### config.mk
export PLATFORM = sky130hd
export DESIGN_NAME = csr_access_unit
export DESIGN_NICKNAME = d
export VERILOG_FILES = /design/src/rtl/csr_access_unit.sv
export SDC_FILE = /design/constraint.sdc
export NUM_CORES = 1
export LEC_CHECK = 0
export BUFFER_PORTS_ARGS = -buffer_cell sky130_fd_sc_hd__buf_2
export CELL_PAD_IN_SITES_DETAIL_PLACEMENT = 1
export CELL_PAD_IN_SITES_GLOBAL_PLACEMENT = 1
export CORE_UTILIZATION = 41
export CTS_CLUSTER_SIZE = 16
export DETAILED_ROUTE_END_ITERATION = 10
export PLACE_DENSITY_LB_ADDON = 0.25
export SETUP_SLACK_MARGIN = 0.5
export SLEW_MARGIN = 0
export SYNTH_ARGS = -nofsm -noshare
export SYNTH_HDL_FRONTEND = slang
export SYNTH_SLANG_ARGS = --single-unit
export TNS_END_PERCENT = 5
### constraint.sdc
create_clock -name clk -period 4.5 [get_ports clk]
set_clock_uncertainty 0.1 [all_clocks]
set_input_delay 0 -clock clk [delete_from_list [all_inputs] [get_ports clk]]
set_output_delay 0 -clock clk [all_outputs]
set_load 0.02 [all_outputs]
### src/rtl/csr_access_unit.sv
// csr_access_unit: executes one Zicsr instruction at a time against the CSR file.
// Ports:
//   clk, reset                     clock, synchronous active-high reset
//   i_flush                        abort any in-flight op, block acceptance
//   i_req_valid / o_req_ready      request handshake (ready only in IDLE)
//   i_req_funct3, i_req_addr       Zicsr funct3 and CSR address
//   i_req_rs1_data, i_req_rs1_idx  rs1 value, rs1 index (zimm for imm forms)
//   o_resp_valid / i_resp_ready    response handshake
//   o_resp_rdata, o_resp_illegal   old CSR value for rd, illegal indication
//   o_csr_ra, i_csr_rd             CSR read address, combinational read data
//   o_csr_valid, o_csr_wa, o_csr_wd one-cycle CSR write strobe, address, data
module csr_access_unit #(
    parameter int XLEN = 64
) (
    input  logic            clk,
    input  logic            reset,
    input  logic            i_flush,
    input  logic            i_req_valid,
    output logic            o_req_ready,
    input  logic [2:0]      i_req_funct3,
    input  logic [11:0]     i_req_addr,
    input  logic [XLEN-1:0] i_req_rs1_data,
    input  logic [4:0]      i_req_rs1_idx,
    output logic            o_resp_valid,
    input  logic            i_resp_ready,
    output logic [XLEN-1:0] o_resp_rdata,
    output logic            o_resp_illegal,
    output logic [11:0]     o_csr_ra,
    input  logic [XLEN-1:0] i_csr_rd,
    output logic            o_csr_valid,
    output logic [11:0]     o_csr_wa,
    output logic [XLEN-1:0] o_csr_wd
);
    typedef enum logic [1:0] {IDLE, READ, WRITE, RESP} state_t;
    state_t            r_state, w_next;
    logic [2:0]        r_funct3;
    logic [11:0]       r_addr;
    logic [XLEN-1:0]   r_opnd, r_new, r_rdata;
    logic              r_nz, r_wen, r_illegal;
    logic              w_accept, w_wen, w_known, w_illegal;
    logic [XLEN-1:0]   w_new;
    assign o_req_ready = (r_state == IDLE) & ~reset & ~i_flush;
    assign w_accept    = o_req_ready & i_req_valid;
    // funct3[1:0]: 01 RW, 10 RS, 11 RC; 00 is not a CSR op
    assign w_wen     = (r_funct3[1:0] == 2'b01) | r_nz;
    assign w_known   = r_addr inside {12'h300, 12'h304, 12'h305, 12'h340, 12'h341,
                                      12'h342, 12'h343, 12'h344, 12'hB00};
    assign w_illegal = (r_funct3[1:0] == 2'b00) | ~w_known | ((r_addr[11:10] == 2'b11) & w_wen);
    assign w_new     = (r_funct3[1:0] == 2'b01) ? r_opnd :
                       (r_funct3[1:0] == 2'b10) ? (i_csr_rd | r_opnd) : (i_csr_rd & ~r_opnd);
    assign o_csr_ra       = r_addr;
    assign o_csr_wa       = r_addr;
    assign o_csr_wd       = r_new;
    assign o_csr_valid    = (r_state == WRITE) & r_wen & ~r_illegal & ~i_flush & ~reset;
    assign o_resp_valid   = (r_state == RESP);
    assign o_resp_rdata   = r_rdata;
    assign o_resp_illegal = r_illegal;
    always_ff @(posedge clk) begin
        if (reset) r_state <= IDLE;
        else       r_state <= w_next;
    end
    always_comb begin
        w_next = r_state;
        case (r_state)
            IDLE:    w_next = w_accept ? READ : IDLE;
            READ:    w_next = WRITE;
            WRITE:   w_next = RESP;
            default: w_next = i_resp_ready ? IDLE : RESP;
        endcase
        if (i_flush) w_next = IDLE;
    end
    always_ff @(posedge clk) begin
        if (reset) begin
            r_funct3  <= '0;
            r_addr    <= '0;
            r_opnd    <= '0;
            r_nz      <= 1'b0;
            r_new     <= '0;
            r_rdata   <= '0;
            r_wen     <= 1'b0;
            r_illegal <= 1'b0;
        end else if (w_accept) begin
            r_funct3 <= i_req_funct3;
            r_addr   <= i_req_addr;
            // immediate forms use the zero-extended rs1 index as the operand
            r_opnd   <= i_req_funct3[2] ? XLEN'(i_req_rs1_idx) : i_req_rs1_data;
            r_nz     <= (i_req_rs1_idx != 5'd0);
        end else if (r_state == READ) begin
            r_new     <= w_new;
            r_wen     <= w_wen;
            r_illegal <= w_illegal;
            r_rdata   <= w_illegal ? '0 : i_csr_rd;
        end
    end
endmodule

* Word level (Yosys, flattened, before mapping)
Index checks and enable logic that the tools add are counted.
** Storage, ports and cells
- Logic and storage cells :: 56
- Input bits :: 153
- Output and inout port bits :: 156
- Register bits :: 211
** Cells by class
- Reductions and logical operators :: 6
- Bitwise gates (word level) :: 19
- Eq/ne operators :: 15
- Muxes and demuxes :: 7
** Operators by type and width (number)
- 2-to-1 mux 64 bit :: 4
- equality test 12 x 10 -> 1 bit (second input constant) :: 8
- bitwise AND 64 bit :: 1
- inverter 64 bit :: 1
- bitwise OR 64 bit :: 1
- equality test 12 bit (second input constant) :: 1
- nonzero test 9 bit :: 1
- bitwise AND 1 bit :: 8
- equality test 2 bit (second input constant) :: 4
- case mux 2 bit (3 select lines) :: 1
- inverter 1 bit :: 5
- nonzero test 5 bit :: 1
- equality test 2 x 1 -> 1 bit (second input constant) :: 2
- zero test 2 bit :: 2
- bitwise OR 1 bit :: 3
- 2-to-1 mux 2 bit :: 1
- AND reduction 2 bit :: 1
- OR reduction 2 bit :: 1
- 2-to-1 mux 1 bit :: 1

* Depth between registers and ports, before layout
- Word-level depth :: 6
- Depth in mapped cells :: 7
- Depth with buffers taken out :: 5

* Worst setup path after synthesis
No wires, ideal clock.
- Path type :: reg-to-reg
- From :: reg r_state[1]
- To :: reg r_illegal, in the netlist o_resp_illegal
- Library setup time :: 0.120 ns
- Required time :: 4.280 ns
- Path slack :: 2.771 ns
- Cell stages (with the launch flop) :: 8
- Arrival :: 1.509 ns
- Path buffers :: 2
- Period minus slack after synthesis :: 1.729 ns
- Path through :: dfxtp_1 > inv_1 > ha_1 > nor4b_2 > o221ai_1 > buf_2 > buf_6 > o31a_1
** On the way
- Longest elaborated chain between the ends :: 6
- Elaborated cells on any way between the ends :: 7
- Classes of those cells :: eq/ne (1); bitwise (4); reduce/logical (2)
** RTL lines
- start, declared :: RTL line 35 : state_t r_state, w_next;
- start signal, assigned :: RTL line 60 : else r_state <= w_next;
- zero test 2 bit :: RTL line 42 : assign o_req_ready = (r_state == IDLE) & ~reset & ~i_flush;
- bitwise AND 1 bit (2 in series) :: RTL line 42
- bitwise AND 1 bit :: RTL line 43 : assign w_accept = o_req_ready & i_req_valid;
- inverter 1 bit (no source line)
- AND reduction 2 bit (no source line) (*)
- end signal, assigned :: RTL line 91 : r_illegal <= w_illegal;
- end, declared :: RTL line 39 : logic r_nz, r_wen, r_illegal;
Every way passes the cells marked *; elsewhere a longest branch is shown, timed or not.
A chain may end at the register's enable or synchronous reset.

* Final worst setup path
- From :: reg r_funct3[0]
- To :: reg r_new[35], in the netlist o_csr_wd[35]
** On the way
- Longest elaborated chain between the ends :: 3
- Elaborated cells on any way between the ends :: 4
- Classes of those cells :: eq/ne (2); mux (2)
** RTL lines
- start, declared :: RTL line 36 : logic [2:0] r_funct3;
- start signal, assigned :: RTL line 83 : r_funct3 <= i_req_funct3;
- equality test 2 bit :: RTL line 50 : (r_funct3[1:0] == 2'b10) ? (i_csr_rd | r_opnd) : (i_csr_rd & ~r_opnd);
- 2-to-1 mux 64 bit :: RTL line 50
- 2-to-1 mux 64 bit (*) :: RTL line 49 : assign w_new = (r_funct3[1:0] == 2'b01) ? r_opnd :
- end signal, assigned :: RTL line 89 : r_new <= w_new;
- end, declared :: RTL line 38 : logic [XLEN-1:0] r_opnd, r_new, r_rdata;
Marked as above.

==> qor.csv <==
metric;value;unit
fin_ws;1.596;ns
clock-sinks;211;
worstSkewPairLatency;0.52;ns
synth_area_leader_cell;dfxtp_1;
power_switching;1.105;mW
p_total;4.461;mW
dieArea;25460;um^2
p_int;3.355;mW
drtAntennaViolNets;0;
yosysWarnings;0;
final_core_util;57.57;%
area_growth;37.57;%
worst_pin_slew;1.085;ns
pre_cts_slack;1.701;ns
grt_max_degree;93;
regToRegSetupSlack;1.60;ns
startpoint;r_funct3[0]$_SDFFE_PP0N_;
synth_nets;1339;
fill_cells;2911;
finalCritPeriodShare;64.54;%
maxSlewHeadroom;27.67;%
dp_cells;1691;
cts_setup_buffers;0;
syn_inst;1182;
placed_cell_area;11660;um^2
maxCapViolCount;0;
synth_cell_type_count;40;
clk_pin_slew;0.06;ns
place_congestion;0.7959;
status;finished, final reports clean;
crit_path_end;o_csr_wd[35]$_SDFFE_PP0P_;
synth_edf_count;0;
port_buffers;308;
ir_drop;0.2253;mV
min_path_cells;2;
final_cells;1890;
coreArea;24320;um^2
rr_worst_depth;4;
power.static_leakage;5.629;nW
antenna_found_initial;3;
hold_viol_final;0;
hold_path_class;in -> reg;
ys.flop_type;dfxtp_1;
use_met3;3.933;%
synth_top_area_share;41.50;%
cp-start-kind;flop;
vias_per_cell;5.669;
cts_inserted_buffers;25;
drc;0;
grtUsageMet2;53.91;%
yosysMostFrequentCell;dfxtp_1;
track_usage;30.44;%
start_util;41.85;%
die_w;159.6;um
grt_setup_unrepaired;no;
firstDrtPassIters;5;
design_area;14000;um^2
grt-ovfl-total;0;
powerDensity;318.6;nW/um^2
drtIter0Drc;543;
dp_hpwl;21.79;mm
cts_root_buf;clkbuf_16;
ys_ff_latch;211;
synth_area;10180;um^2
top_usage_layer;met2;
criticalPathCategory;reg -> reg;
syn_avg_cell_area;8.610;um^2
vias;10720;
grt_pass1_wl;62.09;mm
die_y;159.6;um
reg2reg_from;r_funct3[0]$_SDFFE_PP0N_;
clockPowerShare;46.0;%
crit_fanout;73;
switching_share;24.77;%
yosysSeqAreaShare;41.50;%
h-tree-depth;1;
tns;0;ns
cts_tree;yes;
min_period;2.904;ns
fmax;0.3443;GHz
arrival;3.17;ns
combPwrFrac;10.8;%
fin_hold_ws;0.03296;ns
worstSetupEndpointType;flop;
io_pins;309;
final_nets;1702;
rr_endpoint;o_csr_wd[35]$_SDFFE_PP0P_;
drive_above_1_share;30.33;%
async_reset_ff_share;0;%
clockBufferDepth;3;
seq_power_share;43.3;%
synth_common_cells;dfxtp_1 (211), nand2_1 (209), a21oi_1 (130);
maxSlewViolCount;0;
setup_viol;0;
rows;57;
wirelength;39.79;mm
synthTopCellsByArea;dfxtp_1 (42%), o41ai_2 (7.8%), nand2_1 (7.7%);
grt_pass1_vias;11260;
use_met1;36.69;%
required;4.76;ns
wl_per_cell;21.05;um
[cell usage in the layout (no fill, tap or decap), types with 2 or more instances in the layout]
cell type / count
ha_1: 3
o2111ai_1: 56
xnor2_1: 57
nand3b_1: 59
dfxtp_1: 209
a211oi_1: 6
clkbuf_16: 25
clkinv_2: 5
dfxtp_4: 2
a221oi_1: 7
nand2_1: 209
o41ai_2: 49
clkbuf_1: 7
mux2i_1: 7
nor2_1: 17
nor2b_1: 8
xor2_1: 2
o41ai_1: 15
inv_4: 2
inv_1: 4
nor3_1: 11
bufinv_16: 2
nand3_1: 120
dlygate4sd3_1: 151
clkbuf_8: 6
buf_4: 13
or2_2: 56
nand2b_1: 2
buf_2: 307
a21oi_1: 130
diode_2: 3
[cell families after synthesis]
group | Yosys count | synth area share, %
AO/OA/AOI/OAI | 270 | 21.93
XOR/XNOR | 59 | 5.077
adder cells (fa/ha/maj) | 4 | 0.4918
buffers and inverters | 141 | 6.380
flip-flops | 211 | 41.50
multiplexers | 7 | 0.6885
AND/OR/NAND/NOR | 490 | 23.92
[worst min-delay path by stage]
| stage | endpoint | startpoint |
|---|---|---|
| 3_3_place_gp | o_csr_ra[2]$_SDFFE_PP0N_ | i_req_addr[2] |
| 3_5_place_dp | o_csr_ra[8]$_SDFFE_PP0N_ | i_req_addr[8] |
| 6_report | r_opnd[16]$_SDFFE_PP0N_ | reset |
| 2_1_floorplan | r_state[1]$_SDFF_PP0_ | i_flush |
| 4_1_cts | r_funct3[0]$_SDFFE_PP0N_ | reset |
| 5_1_grt | o_csr_wd[4]$_SDFFE_PP0P_ | reset |
[state kept, by name, indices dropped and copies added, names as in the netlist]
| signal | count |
|---|---|
| o_csr_wd | 64 |
| o_resp_rdata | 64 |
| r_opnd | 64 |
| o_csr_ra | 12 |
| r_funct3 | 2 |
| r_state | 2 |
| o_resp_illegal | 1 |
| r_nz | 1 |
| r_wen | 1 |
[power groups by stage]
stage / Combinational [mW] / Sequential, mW / Clock [mW]
after floorplan: 0.208 / 1.97 / 0
after CTS: 0.465 / 1.93 / 2.08
after global placement: 0.353 / 1.97 / 0
after global routing: 0.513 / 1.93 / 2.15
final: 0.481 / 1.93 / 2.05
after detailed placement: 0.360 / 1.97 / 0
[timing repair]
action,4_1_cts,5_1_grt
endpoints found under the hold margin,209,0
hold buffers,151,0
resized for setup,0,0
[area by class of cell]
type	instances	area [um^2]	area share [%]
multi-input combinational	830	5364	38.31
sequential	211	4232	30.22
timing repair buffer	471	3146	22.47
clock buffer	38	734.5	5.246
tap	324	405.4	2.895
clock inverter	7	85.08	0.6077
inverter	6	27.53	0.1966
antenna	3	7.507	0.05362
[layer usage]
layer  share of wire (%)  vias up  routed length, um
li1                    -     4925                  -
met1                  41     5312              16220
met2                  50      368              19960
met3                 5.2      110               2059
met4                 3.9        0               1542
met5                   0        -                  0
[worst max-delay path, stage by stage, from the launching register on]
cell,delay (ns)
dfxtp_4,0.76
buf_4,0.89
xor2_1,0.39
a221oi_1,0.41
nor3_1,0.10
Note: power is estimated with default switching activity, not from simulation.
